--- src/rtl/f_fetch_unit.sv ---
// Fetch stage of the five-stage MIPS core: holds the fetch PC, reads instruction memory
// over a req/ack handshake, and owns the F/D pipeline register that feeds decode.
// Fetch-address errors (misaligned or outside the instruction region) skip memory and
// travel down the pipe as a nop slot tagged with an address-error flag.
module f_fetch_unit #(
    parameter logic [31:0] RESET_PC = 32'h0000_3000,
    parameter logic [31:0] IM_BASE  = 32'h0000_3000,
    parameter logic [31:0] IM_SIZE  = 32'h0000_4000
) (
    input  logic        clk,
    input  logic        reset_n,
    // Next-PC path from decode and hazard unit
    input  logic [31:0] NPC,
    input  logic        D_stall,
    // Instruction memory
    output logic        im_req,
    output logic [31:0] im_addr,
    input  logic        im_ack,
    input  logic [31:0] im_rdata,
    // Fetch status
    output logic [31:0] F_PC,
    output logic        F_busy,
    // F/D register
    output logic [31:0] D_PC,
    output logic [31:0] D_instr,
    output logic        D_valid,
    output logic        D_exc_adel
);

    // StReq: fetching F_PC. StHold: word parked in fbuf until D can take it.
    typedef enum logic [0:0] {
        StReq,
        StHold
    } state_e;

    localparam logic [31:0] NopInstr = 32'h0000_0000;

    state_e      state_q, state_d;
    logic [31:0] f_pc_q, f_pc_d;
    logic [31:0] fbuf_q, fbuf_d;
    logic        fbuf_exc_q, fbuf_exc_d;
    logic [31:0] d_pc_q, d_pc_d;
    logic [31:0] d_instr_q, d_instr_d;
    logic        d_valid_q, d_valid_d;
    logic        d_exc_adel_q, d_exc_adel_d;

    logic [31:0] pc_offset;
    logic        pc_misaligned;
    logic        pc_below_base;
    logic        pc_beyond_top;
    logic        adel;
    logic        got;
    logic [31:0] fetch_word;
    logic        advance;

    // Address-error decode on the current fetch PC. The offset form avoids overflow when
    // IM_BASE + IM_SIZE wraps past the top of the address space.
    always_comb begin
        pc_offset     = f_pc_q - IM_BASE;
        pc_misaligned = (f_pc_q[1:0] != 2'b00);
        pc_below_base = (f_pc_q < IM_BASE);
        pc_beyond_top = (pc_offset >= IM_SIZE);
        adel          = pc_misaligned || pc_below_base || pc_beyond_top;
    end

    // Memory handshake and fetch status; an address error behaves like an instant ack
    // of a nop, so it never reaches the memory.
    always_comb begin
        im_req     = (state_q == StReq) && !adel;
        im_addr    = f_pc_q;
        F_busy     = im_req && !im_ack;
        got        = (state_q == StReq) && (im_ack || adel);
        fetch_word = adel ? NopInstr : im_rdata;
    end

    // Fetch-side next state: PC update, fbuf capture and REQ/HOLD sequencing.
    always_comb begin
        state_d    = state_q;
        f_pc_d     = f_pc_q;
        fbuf_d     = fbuf_q;
        fbuf_exc_d = fbuf_exc_q;
        advance    = 1'b0;

        unique case (state_q)
            StReq: begin
                if (got && !D_stall) begin
                    // Word goes straight into D; NPC is taken only here and in HOLD release.
                    advance = 1'b1;
                    f_pc_d  = NPC;
                end else if (got && D_stall) begin
                    // D is busy: park the word so the memory is not asked again.
                    fbuf_d     = fetch_word;
                    fbuf_exc_d = adel;
                    state_d    = StHold;
                end
            end
            StHold: begin
                if (!D_stall) begin
                    advance = 1'b1;
                    f_pc_d  = NPC;
                    state_d = StReq;
                end
            end
            default: begin
                state_d = StReq;
            end
        endcase
    end

    // F/D register next state: load on advance, bubble when fetch stalls on memory alone.
    always_comb begin
        d_pc_d       = d_pc_q;
        d_instr_d    = d_instr_q;
        d_valid_d    = d_valid_q;
        d_exc_adel_d = d_exc_adel_q;

        if (advance) begin
            d_pc_d    = f_pc_q;
            d_valid_d = 1'b1;
            if (state_q == StHold) begin
                d_instr_d    = fbuf_q;
                d_exc_adel_d = fbuf_exc_q;
            end else begin
                d_instr_d    = fetch_word;
                d_exc_adel_d = adel;
            end
        end else if ((state_q == StReq) && !got && !D_stall) begin
            // Waiting on memory while D moves on: insert a nop, keep D_PC for reference.
            d_instr_d    = NopInstr;
            d_valid_d    = 1'b0;
            d_exc_adel_d = 1'b0;
        end
    end

    // State registers; reset drops any outstanding fetch and restarts at RESET_PC.
    always_ff @(posedge clk or negedge reset_n) begin
        if (!reset_n) begin
            state_q      <= StReq;
            f_pc_q       <= RESET_PC;
            fbuf_q       <= 32'h0;
            fbuf_exc_q   <= 1'b0;
            d_pc_q       <= 32'h0;
            d_instr_q    <= 32'h0;
            d_valid_q    <= 1'b0;
            d_exc_adel_q <= 1'b0;
        end else begin
            state_q      <= state_d;
            f_pc_q       <= f_pc_d;
            fbuf_q       <= fbuf_d;
            fbuf_exc_q   <= fbuf_exc_d;
            d_pc_q       <= d_pc_d;
            d_instr_q    <= d_instr_d;
            d_valid_q    <= d_valid_d;
            d_exc_adel_q <= d_exc_adel_d;
        end
    end

    // Registered outputs.
    always_comb begin
        F_PC       = f_pc_q;
        D_PC       = d_pc_q;
        D_instr    = d_instr_q;
        D_valid    = d_valid_q;
        D_exc_adel = d_exc_adel_q;
    end

endmodule

--- config.mk ---
export PLATFORM = sky130hd
export DESIGN_NAME = f_fetch_unit
export DESIGN_NICKNAME = d
export VERILOG_FILES = /design/src/rtl/f_fetch_unit.sv
export SDC_FILE = /design/constraint.sdc
export NUM_CORES = 1
export LEC_CHECK = 0
export BUFFER_PORTS_ARGS = -buffer_cell sky130_fd_sc_hd__buf_2
export CAP_MARGIN = 20
export CELL_PAD_IN_SITES_DETAIL_PLACEMENT = 0
export CELL_PAD_IN_SITES_GLOBAL_PLACEMENT = 1
export CORE_UTILIZATION = 36
export CTS_BUF_LIST = sky130_fd_sc_hd__clkbuf_4
export CTS_CLUSTER_DIAMETER = 40
export DETAILED_ROUTE_END_ITERATION = 10
export GPL_TIMING_DRIVEN = 1
export PLACE_DENSITY = 0.79
export SYNTH_ARGS = -nofsm -noshare
export SYNTH_HDL_FRONTEND = slang
export SYNTH_SLANG_ARGS = --single-unit
--- constraint.sdc ---
create_clock -name clk -period 2.3 [get_ports clk]
set_clock_uncertainty 0.15 [all_clocks]
set_input_delay 0.345 -clock clk [delete_from_list [all_inputs] [get_ports clk]]
set_output_delay 0.345 -clock clk [all_outputs]
set_load 0.01 [all_outputs]
# --- After elaboration in Yosys (flattened, before gate mapping) ---
# Cells that the tools add are included.
totals:
  regBits: 132
  out_inout_bits: 132
  inputBits: 68
  word_cells: 51
op_classes:
  bitwise: 2
  n_addsub: 1
  reduce_logical: 18
  n_eq_ne: 2
  muxes: 18
  magnitude_cmp: 2
ops:
  columns: ["operator", "n"]
  rows:
  - ["$mux W32", 6]
  - ["$pmux W32 S2", 1]
  - ["$ge A32 B15 Y1 const B", 1]
  - ["$lt A32 B14 Y1 const B", 1]
  - ["$sub A32 B14 Y32 const B", 1]
  - ["$mux W1", 9]
  - ["$logic_and A1 B1 Y1", 7]
  - ["$logic_not A1 Y1", 4]
  - ["$pmux W1 S2", 2]
  - ["$reduce_bool A2 Y1", 2]
  - ["$logic_or A1 B1 Y1", 3]
  - ["$reduce_and A3 Y1", 1]
  - ["$ne A2 B1 Y1 const B", 1]
  - ["$ne A2 B2 Y1 const B", 1]
  - ["$not A1 Y1", 2]
  - ["$reduce_and A2 Y1", 1]

# --- Depth between registers and ports, before layout ---
depth:
  ltp_word: 10
  ltp_mapped: 8
  depth_no_buf: 5

# --- Least setup slack after synthesis ---
# No wires, ideal clock.
synth_path:
  kind: "register to output"
  start: "register f_pc_q[20] (netlist: F_PC[20])"
  end: "output port F_busy"
  slack_ns: -0.277
  t_arrival_ns: 2.082
  path_buffers: 1
  stages_incl_launch_ff: 7
  t_required_ns: 1.805
  cell_sequence: "dfrtp_1 > or4_4 > nor4_4 > nand3_1 > nand2_1 > clkbuf_1 > and4_1"
synth_between:
  elab_chain_cells: 6
  word_cells_on_any_way: 8
  cone_classes: "add/sub: 1; order compare: 2; reduce/logical: 5"
synth_lines:
  columns: ["item", "line_no", "source"]
  rows:
  - ["start: declaration", "39", "logic [31:0] f_pc_q, f_pc_d;"]
  - ["start signal: assignment", "148", "f_pc_q <= f_pc_d;"]
  - ["$sub A32 B14 Y32 or $lt A32 B14 Y1 (tied branches)", "59, 61", null]
  - ["$ge A32 B15 Y1 or $logic_or A1 B1 Y1 (tied branches)", "62, 63", null]
  - ["$logic_or A1 B1 Y1 *", "63", "adel = pc_misaligned || pc_below_base || pc_beyond_top;"]
  - ["$logic_not A1 Y1 *", "69", "im_req = (state_q == StReq) && !adel;"]
  - ["$logic_and A1 B1 Y1 *", "69", null]
  - ["$logic_and A1 B1 Y1 *", "71", "F_busy = im_req && !im_ack;"]
  - ["end: declaration", "22", "output logic F_busy,"]
# Every way passes the cells marked *; elsewhere a longest branch is shown, timed or not.

# --- Worst setup path in the final report ---
layout_path:
  start: "register f_pc_q[20] (netlist: F_PC[20])"
  end: "output port im_req"
layout_between:
  elab_chain_cells: 5
  word_cells_on_any_way: 7
  cone_classes: "add/sub: 1; order compare: 2; reduce/logical: 4"
layout_lines:
  columns: ["item", "line_no", "source"]
  rows:
  - ["$sub A32 B14 Y32 or $lt A32 B14 Y1 (tied branches)", "59, 61", null]
  - ["$ge A32 B15 Y1 or $logic_or A1 B1 Y1 (tied branches)", "62, 63", null]
  - ["$logic_or A1 B1 Y1 *", "63", null]
  - ["$logic_not A1 Y1 *", "69", null]
  - ["$logic_and A1 B1 Y1 *", "69", null]
  - ["end: declaration", "16", "output logic im_req,"]
# Marks and branches as above.

==> impl_metrics.ini <==
[timing]
fin_crit_sh_pct = 125.4
tns_ns = -38.50
final_hold_viol_count = 0
slew_headroom_pct = 48.54
finalMaxSlewViolations = 0
fmax_mhz = 346.8
rsz0062_at_grt = yes
tightest_slew_ns = 0.7719
setup_ws_ns = -0.5834
setup_viol_count_final = 134
period_minus_slack_ns = 2.883

[detailed_routing]
route.met2.wl_mm = 11.94
routed.top_layer = met4
postRouteAntennaNets = 0
route.met3.wl_mm = 1.479
drt-met1-wl_mm = 10.18
dr.pass1.iters = 8
routed-via-count = 6939
drt-initial-drc-count = 426
wl_per_cell_um = 18.57
drcViolationCount = 0
vias_per_cell = 5.350
wirelength_mm = 24.09

[flow_run]
max_cap_viol_count = 0

[grt]
grt_pass1_vias = 6682
grt_use_total_pct = 23.56
grt_start_max_net_pins = 51
overflow = 0
antenna_found_initial = 2
grt_pass1_wl_mm = 36.27

[critical_path]
required_ns = 1.80
cp_slowest_cell = or4_4
crit_arrival_ns = 2.39
cp-start-kind = flip-flop
reg2reg_slack_ns = -0.44
path_max_fanout = 3
crit_path_cell_trace = or4_4 -> nor4_4 -> buf_4 -> and3_4 -> o211a_4 -> buf_6
cp-end-kind = output port
critPathMaxStageDelay_ns = 0.57
worstSetupPathType = flip-flop to output port

[cts]
cts_tree = done
clkLatencyLatePin_ns = 0.53
numCtsBuffers = 17
cts_htree_levels = 4
clockBufferDepth = 2
path_clk_slew_ns = 0.12
clkSinkCount = 132
cts-root-buf = clkbuf_4

[synthesis]
ys_ff_latch = 132
ys_async_sr_fraction_pct = 100.0
synth_flop_cell = dfrtp_1
syn-cell-area_um2 = 6998
syn_inst = 755
ys_warn_count = 0
yosysTopAreaCell = dfrtp_1
syn_nets = 823
synth_cell_types = 47
synth_area_leaders = dfrtp_1, a32o_1, nand2_1, a21oi_1, nand3_1
netlist.area_leader.share_pct = 46.49
ys_seq_area_share_pct = 47.24
avgSynthCellArea_um2 = 9.269
synth-edff-count = 0

[finish]
fin_util_pct = 55.47
drive_above_1_share_pct = 41.74
areaGrowthSynthToFinish_pct = 49.76
n_fill_cell = 1685
finalNetCount = 1092

[die]
fp-row-count = 50
die_height_um = 141.4
core_um2 = 18890
die_area_um2 = 20000
start_util_pct = 37.04
die_w_um = 141.4
pin_count = 200

[power]
p_per_area_nw_per_um2 = 529.1
p_total_uw = 5545
ir_drop_uv = 408.7
leakage_uw = 0.004723

[placement]
numPortBuffers = 199
dp_hpwl_mm = 13.87
routabilityCongestion = 0.8083

[min_path]
hp-class = primary input to async pin

[outcome]
status = complete, but fails checks
failed_checks = negative setup slack
-- metrics by stage --
step / cells / cell area, µm² / hold WS [ns] / worst slack, ns
floorplan: 755 / 7122 / -0.1006 / -0.1690
global placement: 1168 / 8358 / 0.1806 / -0.1042
detailed placement: 1168 / 8358 / 0.1830 / -0.1626
CTS: 1295 / 10130 / 0.1274 / -0.6307
global route: 1297 / 10480 / 0.1223 / -0.7135
finish: 1297 / 10480 / 0.1626 / -0.5834
-- what timing repair did --
item / CTS / global route
pin swaps: 48 / 47
buffers inserted: 25 / 10
endpoints found under the hold margin: 199 / 0
hold buffers: 65 / 0
gates cloned: 11 / 5
resized for setup: 131 / 77
endpoints found under the setup margin: 134 / 134
-- layer usage --
metal	GRT usage (%)	vias to the layer above
met2	38.77	267
li1	-	3254
met5	0	-
met1	31.25	3379
met3	4.657	39
met4	7.357	0
-- Yosys cell counts (2+ instances only) --
| cell | number |
|---|---|
| and3_1 | 15 |
| o31ai_1 | 19 |
| clkbuf_1 | 53 |
| nor3_1 | 2 |
| a21oi_1 | 63 |
| buf_2 | 6 |
| o21ai_0 | 28 |
| nand2_1 | 85 |
| o21ai_1 | 6 |
| buf_1 | 3 |
| nor2b_1 | 44 |
| a22o_1 | 29 |
| o2111a_1 | 2 |
| nor2_1 | 38 |
| dfstp_2 | 2 |
| dfrtp_1 | 130 |
| o2111ai_1 | 16 |
| a221o_1 | 14 |
| nand3_1 | 58 |
| a32o_1 | 32 |
| buf_4 | 35 |
| nor4_1 | 4 |
| buf_6 | 7 |
| inv_1 | 25 |
| o211ai_1 | 15 |
| mux2i_1 | 3 |
-- logic make-up (layout without fill, tap and decap cells) --
| family | Yosys count | after routing | share of synthesized area (%) |
|---|---|---|---|
| simple gates | 258 | 258 | 18.26 |
| mux | 3 | 3 | 0.4291 |
| compound gates | 233 | 233 | 24.42 |
| buf+inv | 129 | 409 | 9.655 |
| flops | 132 | 132 | 47.24 |
| other cells | 0 | 2 | 0 |
-- flip-flops by register name (all words and copies together), names as in the netlist --
register and count:
fbuf_exc_q 1, F_PC 32, D_PC 32, state_q 1, fbuf_q 32, D_exc_adel 1
D_valid 1, D_instr 32
-- critical path, delay by kind of cell (launching register included) --
family          cells  cell delay [ns]
buf+inv             2             0.30
flops               1             0.41
compound gates      1             0.21
simple gates        3             0.93
-- cell usage in the layout (no fill, tap or decap), types with 16 or more instances in the layout --
cell type,count
a21oi_2,17
a22o_1,29
buf_2,195
buf_6,18
dlygate4sd3_1,65
nor2_1,35
o21ai_2,31
nand3_2,16
nand2_1,85
a21oi_1,46
clkbuf_4,18
nand3_1,42
nor2b_1,43
dfrtp_1,130
inv_1,25
a32o_1,32
buf_4,45
-- final timing paths --
path                             from          end  cells past startpoint
max                          F_PC[20]       im_req                      6
min                           reset_n      F_PC[7]                      2
max reg2reg                  F_PC[20]     F_PC[10]                     10
min reg2reg                D_instr[3]   D_instr[3]                      2
max in group asynchronous     reset_n     D_PC[28]                      3
min in group clk              D_stall  D_instr[31]                      3
-- power breakdown --
| part | internal [µW] | total [µW] | switching, µW |
|---|---|---|---|
| sequential | 2460 | 2610 | 152 |
| clock | 739 | 1610 | 871 |
| combinational | 607 | 1330 | 719 |
-- cell type report --
| class | count | area [µm²] | area share (%) |
|---|---|---|---|
| multi-input cells | 494 | 3691 | 35.22 |
| diodes | 2 | 5.005 | 0.04776 |
| flip-flops and latches | 132 | 3306 | 31.54 |
| well taps | 260 | 325.3 | 3.104 |
| clock inverters | 12 | 138.9 | 1.325 |
| repair buffers | 354 | 2785 | 26.58 |
| clock buffers | 18 | 135.1 | 1.289 |
| inverters | 25 | 93.84 | 0.8954 |
No activity file was read; power rests on OpenSTA's default activity.
